**src/rtl/control_unit.sv**
```systemverilog
// RedCPU sequencer: latches a 16-bit command in FETCH and walks OP1/OP2/EXEC/WB,
// decoding one datapath strobe per cycle from the current state and latched IR.
module control_unit (
    input  logic        clk,
    input  logic        rst_n,
    input  logic [15:0] command,
    output logic        write_reg,
    output logic [3:0]  reg_addr,
    output logic        write_op1,
    output logic        write_op2,
    output logic [2:0]  alu_act,
    output logic        save_alu_res,
    output logic [1:0]  in_data
);

    localparam logic [2:0] FETCH = 3'd0;
    localparam logic [2:0] OP1   = 3'd1;
    localparam logic [2:0] OP2   = 3'd2;
    localparam logic [2:0] EXEC  = 3'd3;
    localparam logic [2:0] WB    = 3'd4;

    logic [2:0]  state;
    logic [2:0]  state_next;
    logic [15:0] ir;
    logic [3:0]  op;

    assign op = ir[15:12];

    // FETCH routes on the incoming opcode, later states on the latched one.
    always_comb begin
        state_next = FETCH;
        case (state)
            FETCH: begin
                case (command[15:12])
                    4'h1, 4'h2: state_next = WB;
                    4'h3:       state_next = OP1;
                    default:    state_next = command[15] ? OP1 : FETCH;
                endcase
            end
            OP1:     state_next = (op == 4'h3) ? WB : OP2;
            OP2:     state_next = EXEC;
            EXEC:    state_next = WB;
            default: state_next = FETCH;
        endcase
    end

    always_ff @(posedge clk or negedge rst_n) begin
        if (!rst_n) begin
            state <= FETCH;
            ir    <= 16'h0000;
        end else begin
            state <= state_next;
            if (state == FETCH)
                ir <= command;
        end
    end

    // Reset forces FETCH with IR=0, so every output falls to 0 without extra gating.
    always_comb begin
        write_reg    = 1'b0;
        reg_addr     = 4'h0;
        write_op1    = 1'b0;
        write_op2    = 1'b0;
        alu_act      = 3'd0;
        save_alu_res = 1'b0;
        in_data      = 2'd0;
        case (state)
            OP1: begin
                reg_addr  = ir[7:4];
                write_op1 = 1'b1;
            end
            OP2: begin
                reg_addr  = ir[3:0];
                write_op2 = 1'b1;
            end
            EXEC: begin
                alu_act      = op[2:0];
                save_alu_res = 1'b1;
            end
            WB: begin
                reg_addr  = ir[11:8];
                write_reg = 1'b1;
                in_data   = op[3] ? 2'd0 : op[1:0];
            end
            default: ;
        endcase
    end

endmodule

```
**config.mk**
```make
export PLATFORM = sky130hd
export DESIGN_NAME = control_unit
export DESIGN_NICKNAME = d
export VERILOG_FILES = /design/src/rtl/control_unit.sv
export SDC_FILE = /design/constraint.sdc
export NUM_CORES = 1
export LEC_CHECK = 0
export CAP_MARGIN = 20
export CORE_MARGIN = 2
export CORE_UTILIZATION = 47
export CTS_CLUSTER_DIAMETER = 120
export DETAILED_ROUTE_END_ITERATION = 10
export MAX_ROUTING_LAYER = met4
export PLACE_DENSITY = 0.82
export SYNTH_ARGS = -nofsm -noshare
export SYNTH_HDL_FRONTEND = slang
export SYNTH_SLANG_ARGS = --single-unit
```
**constraint.sdc**
```tcl
create_clock -name clk -period 3.3 [get_ports clk]
set_input_delay 0.99 -clock clk [delete_from_list [all_inputs] [get_ports clk]]
set_output_delay 0.99 -clock clk [all_outputs]
set_load 0.01 [all_outputs]
```
==> flow_summary.rst <==
.. list-table::
   :header-rows: 1

   * - Metric
     - Value
   * - Area of the mapped netlist
     - just over 900 sq um
   * - Leading cell type by number of instances after synthesis
     - sky130_fd_sc_hd__dfrtp_1
   * - Post-Synthesis Mean Instance Area
     - 11.2 sq um
   * - Combinational share of power
     - ~50%
   * - Final weighted congestion in routability-driven placement
     - between 0.7 and 0.8
   * - Sort of element at the start of the critical path
     - flip-flop
   * - Number of storage elements in the synthesis netlist
     - 19
   * - Number of top-level pins
     - 31
   * - Switching share of total power
     - a little under two fifths
   * - Yosys warnings
     - 0
   * - Pins Over Slew Limit
     - 0
   * - Total number of vias
     - approximately 710
   * - Proportion of power drawn by flip-flops and latches
     - about 40%
   * - Core Region
     - 1920 sq um
   * - Cells after Synth
     - a little over 80
   * - Fraction of final layout cells sized beyond drive strength 1
     - a little under an eighth
   * - Root Driver
     - sky130_fd_sc_hd__clkbuf_4
   * - Endpoints failing hold
     - 0
   * - Max Root-Sink Buffers
     - 2
   * - Static Leak
     - around 0.55 nW
   * - Total congestion overflow
     - 0
   * - Worst path top cell family by delay
     - flip-flops
   * - H-Tree Depth
     - 1
   * - Fmax
     - approximately 0.33 GHz
   * - Power density cells
     - 906 nW/um^2
   * - Clk_lat worst skew
     - 0.29 ns
   * - TritonCTS clock tree
     - built
   * - Iteration-0 DRC Markers
     - 9
   * - CTS clock-pin slew for the worst setup and hold paths
     - 0.10 ns
   * - Final WL
     - approximately 1900 um
   * - Number of iterations in the first detailed-routing pass
     - 4
   * - Critical Path Slowest Stage Cell
     - sky130_fd_sc_hd__dfrtp_1
   * - Buffers added on ports
     - 30
   * - Synth async-reset ratio
     - 100%
   * - Number of enable flip-flop cells after synthesis
     - 0
   * - Dominant synthesized flop cell
     - sky130_fd_sc_hd__dfrtp_1
   * - Area of the die
     - between 2000 and 2500 sq um
   * - Buffer and inverter count on the worst path
     - 1
   * - Sink count of the clock tree
     - 19
   * - Slowest cell delay on critical path
     - roughly 0.58 ns
   * - Max VDD drop
     - between 500 and 600 uV
   * - Ranking of synthesized cells by area
     - sky130_fd_sc_hd__dfrtp_1 51%, sky130_fd_sc_hd__mux2_1 8.5%, sky130_fd_sc_hd__mux2_2 6.0%
   * - Antenna cells
     - 0
   * - Unrepaired setup endpoints after global routing
     - no
   * - Max-cap violation count
     - 0
   * - Total GRT Usage
     - 19.1%
   * - Final clock period utilization by the worst path
     - between 90 and 100%
   * - Final critical-path required period
     - ~3 ns
   * - Synth top cells by count
     - 19 x sky130_fd_sc_hd__dfrtp_1, 15 x sky130_fd_sc_hd__nand2_1, 7 x sky130_fd_sc_hd__mux2_1
   * - Worst slew margin
     - 45.9%
   * - Residual DRC
     - 0
   * - Post-synth cell types
     - 25
   * - Worst Setup End Kind
     - primary output
   * - Total Nets Final
     - roughly 130
   * - Global-route wire length before repair
     - 3350 um
   * - Number of antenna violations at the first check in global routing
     - 0
   * - Clock buffer count from CTS
     - 3
   * - Sum of negative setup slack
     - 0 ns
   * - WHS
     - about 0.5 ns
   * - Post-route worst setup slack
     - between 0.2 and 0.3 ns
   * - CP arrival
     - ~2.0 ns
   * - Pin count of the biggest net entering global routing
     - 20
   * - Synth top area share
     - about half
   * - Critical path fanouts, max
     - 12
   * - Resize count post-CTS
     - 0
   * - Worst endpoint required time
     - between 2 and 2.5 ns
   * - Floorplan row count
     - 16
   * - Number of routed nets with antenna violations
     - 0
   * - HPWL after DPL
     - 1510 um
   * - Via count of the first global-routing pass
     - 731
   * - Part of the power in the clock network
     - slightly below 10%
   * - Internal Power
     - 0.000723 W
   * - Worst-Margin Slew
     - approximately 0.81 ns
   * - Number of hold-repair buffers added at the cts stage
     - 0
   * - Area delta synth->final
     - 36.4%
   * - Status
     - complete, no violations
   * - Tightest Hold Check Type
     - flip-flop to flip-flop
   * - Setup fix buffers added after clock tree synthesis
     - 0
   * - Skew final
     - 0.00553 ns
   * - Wire per inst
     - between 10 and 15 um
   * - Synth Net Count
     - about 100
   * - Worst setup slack for register-to-register paths
     - 1.62 ns
   * - Number of setup violations in the final report
     - 0
   * - Area leader, netlist
     - sky130_fd_sc_hd__dfrtp_1
   * - Chain of cells forming the critical path
     - nor3b_4 -> nand2_1 -> o21ai_1 -> clkdlybuf4s50_1
   * - Vias per inst
     - between 5 and 6
   * - Portion of the post-synthesis area used by sequential elements
     - roughly 51%
   * - Worst slack at placement
     - 0.629 ns
   * - Horizontal die dimension
     - 48.5 um
   * - Effective utilization at floorplan
     - 48.4%
   * - Psw
     - between 0.0004 and 0.0005 W
   * - WS Path Type
     - flip-flop to primary output
   * - Chip Height
     - roughly 49 um
## sequential cells by signal, indices dropped and copies added (netlist names)
signal  count
ir         16
state       3
## power groups by stage
stage	clock, W	sequential, W	combinational, W
4_1_cts	0.000116	0.000469	0.000579
3_3_place_gp	0	0.000468	0.000559
2_1_floorplan	0	0.000421	0.000416
6_report	0.000112	0.000468	0.000570
5_1_grt	0.000129	0.000490	0.000627
3_5_place_dp	0	0.000475	0.000578
## kinds of logic (layout without fill, tap and decap cells)
kind of cell	count (synthesis)	in the layout	synth area share (%)
buffers and inverters	6	36	3.23
AO/OA/AOI/OAI	14	14	10.2
flip-flops	19	19	51.1
XOR/XNOR	1	1	0.941
multiplexers	12	12	14.5
AND/OR/NAND/NOR	31	31	20.0
## cell usage in the layout (no fill, tap or decap)
cell,n
sky130_fd_sc_hd__clkdlybuf4s50_1,30
sky130_fd_sc_hd__dfrtp_1,19
sky130_fd_sc_hd__nand2_1,15
sky130_fd_sc_hd__mux2_1,7
sky130_fd_sc_hd__o21ai_1,5
sky130_fd_sc_hd__mux2_2,5
sky130_fd_sc_hd__a22oi_1,4
sky130_fd_sc_hd__and3_1,3
sky130_fd_sc_hd__clkbuf_4,3
sky130_fd_sc_hd__nor2_1,2
sky130_fd_sc_hd__inv_1,2
sky130_fd_sc_hd__nor2b_1,2
sky130_fd_sc_hd__o22ai_1,2
sky130_fd_sc_hd__and3b_1,2
sky130_fd_sc_hd__nor3b_4,1
sky130_fd_sc_hd__and2b_4,1
sky130_fd_sc_hd__and2_1,1
sky130_fd_sc_hd__nand2b_1,1
sky130_fd_sc_hd__nor4bb_1,1
sky130_fd_sc_hd__or3_1,1
sky130_fd_sc_hd__a31oi_1,1
sky130_fd_sc_hd__xnor2_1,1
sky130_fd_sc_hd__o21ai_0,1
sky130_fd_sc_hd__o41ai_2,1
sky130_fd_sc_hd__nor3_4,1
sky130_fd_sc_hd__clkinv_2,1
## final timing paths
kind                       cells after the start     start           to
min                                            1    ir[10]       ir[10]
max reg2reg                                    2  state[2]        ir[4]
max in group asynchronous                      1     rst_n       ir[11]
max                                            4  state[2]  reg_addr[0]
min in group asynchronous                      1     rst_n     state[1]
min reg2reg                                    1    ir[10]       ir[10]
## metrics by stage
stage / power [W] / instance area, sq um / instances / utilization (%)
floorplan: 0.000837 / 931 / 83 / -
global placement: 0.00103 / 1240 / 136 / 64.6
detailed placement: 0.00105 / 1240 / 136 / 64.6
CTS: 0.00116 / 1270 / 140 / 66.1
global route: 0.00125 / 1270 / 140 / 66.1
finish: 0.00115 / 1270 / 140 / 66.1
## area by class of cell
type | count | area (sq um)
Tap cell | 27 | 33.8
Multi-Input combinational cell | 58 | 425
Timing Repair Buffer | 30 | 300
Inverter | 2 | 7.51
Clock buffer | 3 | 22.5
Fill cell | 159 | 652
Sequential cell | 19 | 475
Clock inverter | 1 | 5.00
## per-layer routing
metal	up-vias	track usage, %	routed length, um
li1	351	-	-
met1	338	22.2	813
met2	19	31.9	959
met3	4	4.01	60
met4	0	8.57	37
met5	-	-	0
Note: power is estimated with default switching activity, not from simulation.
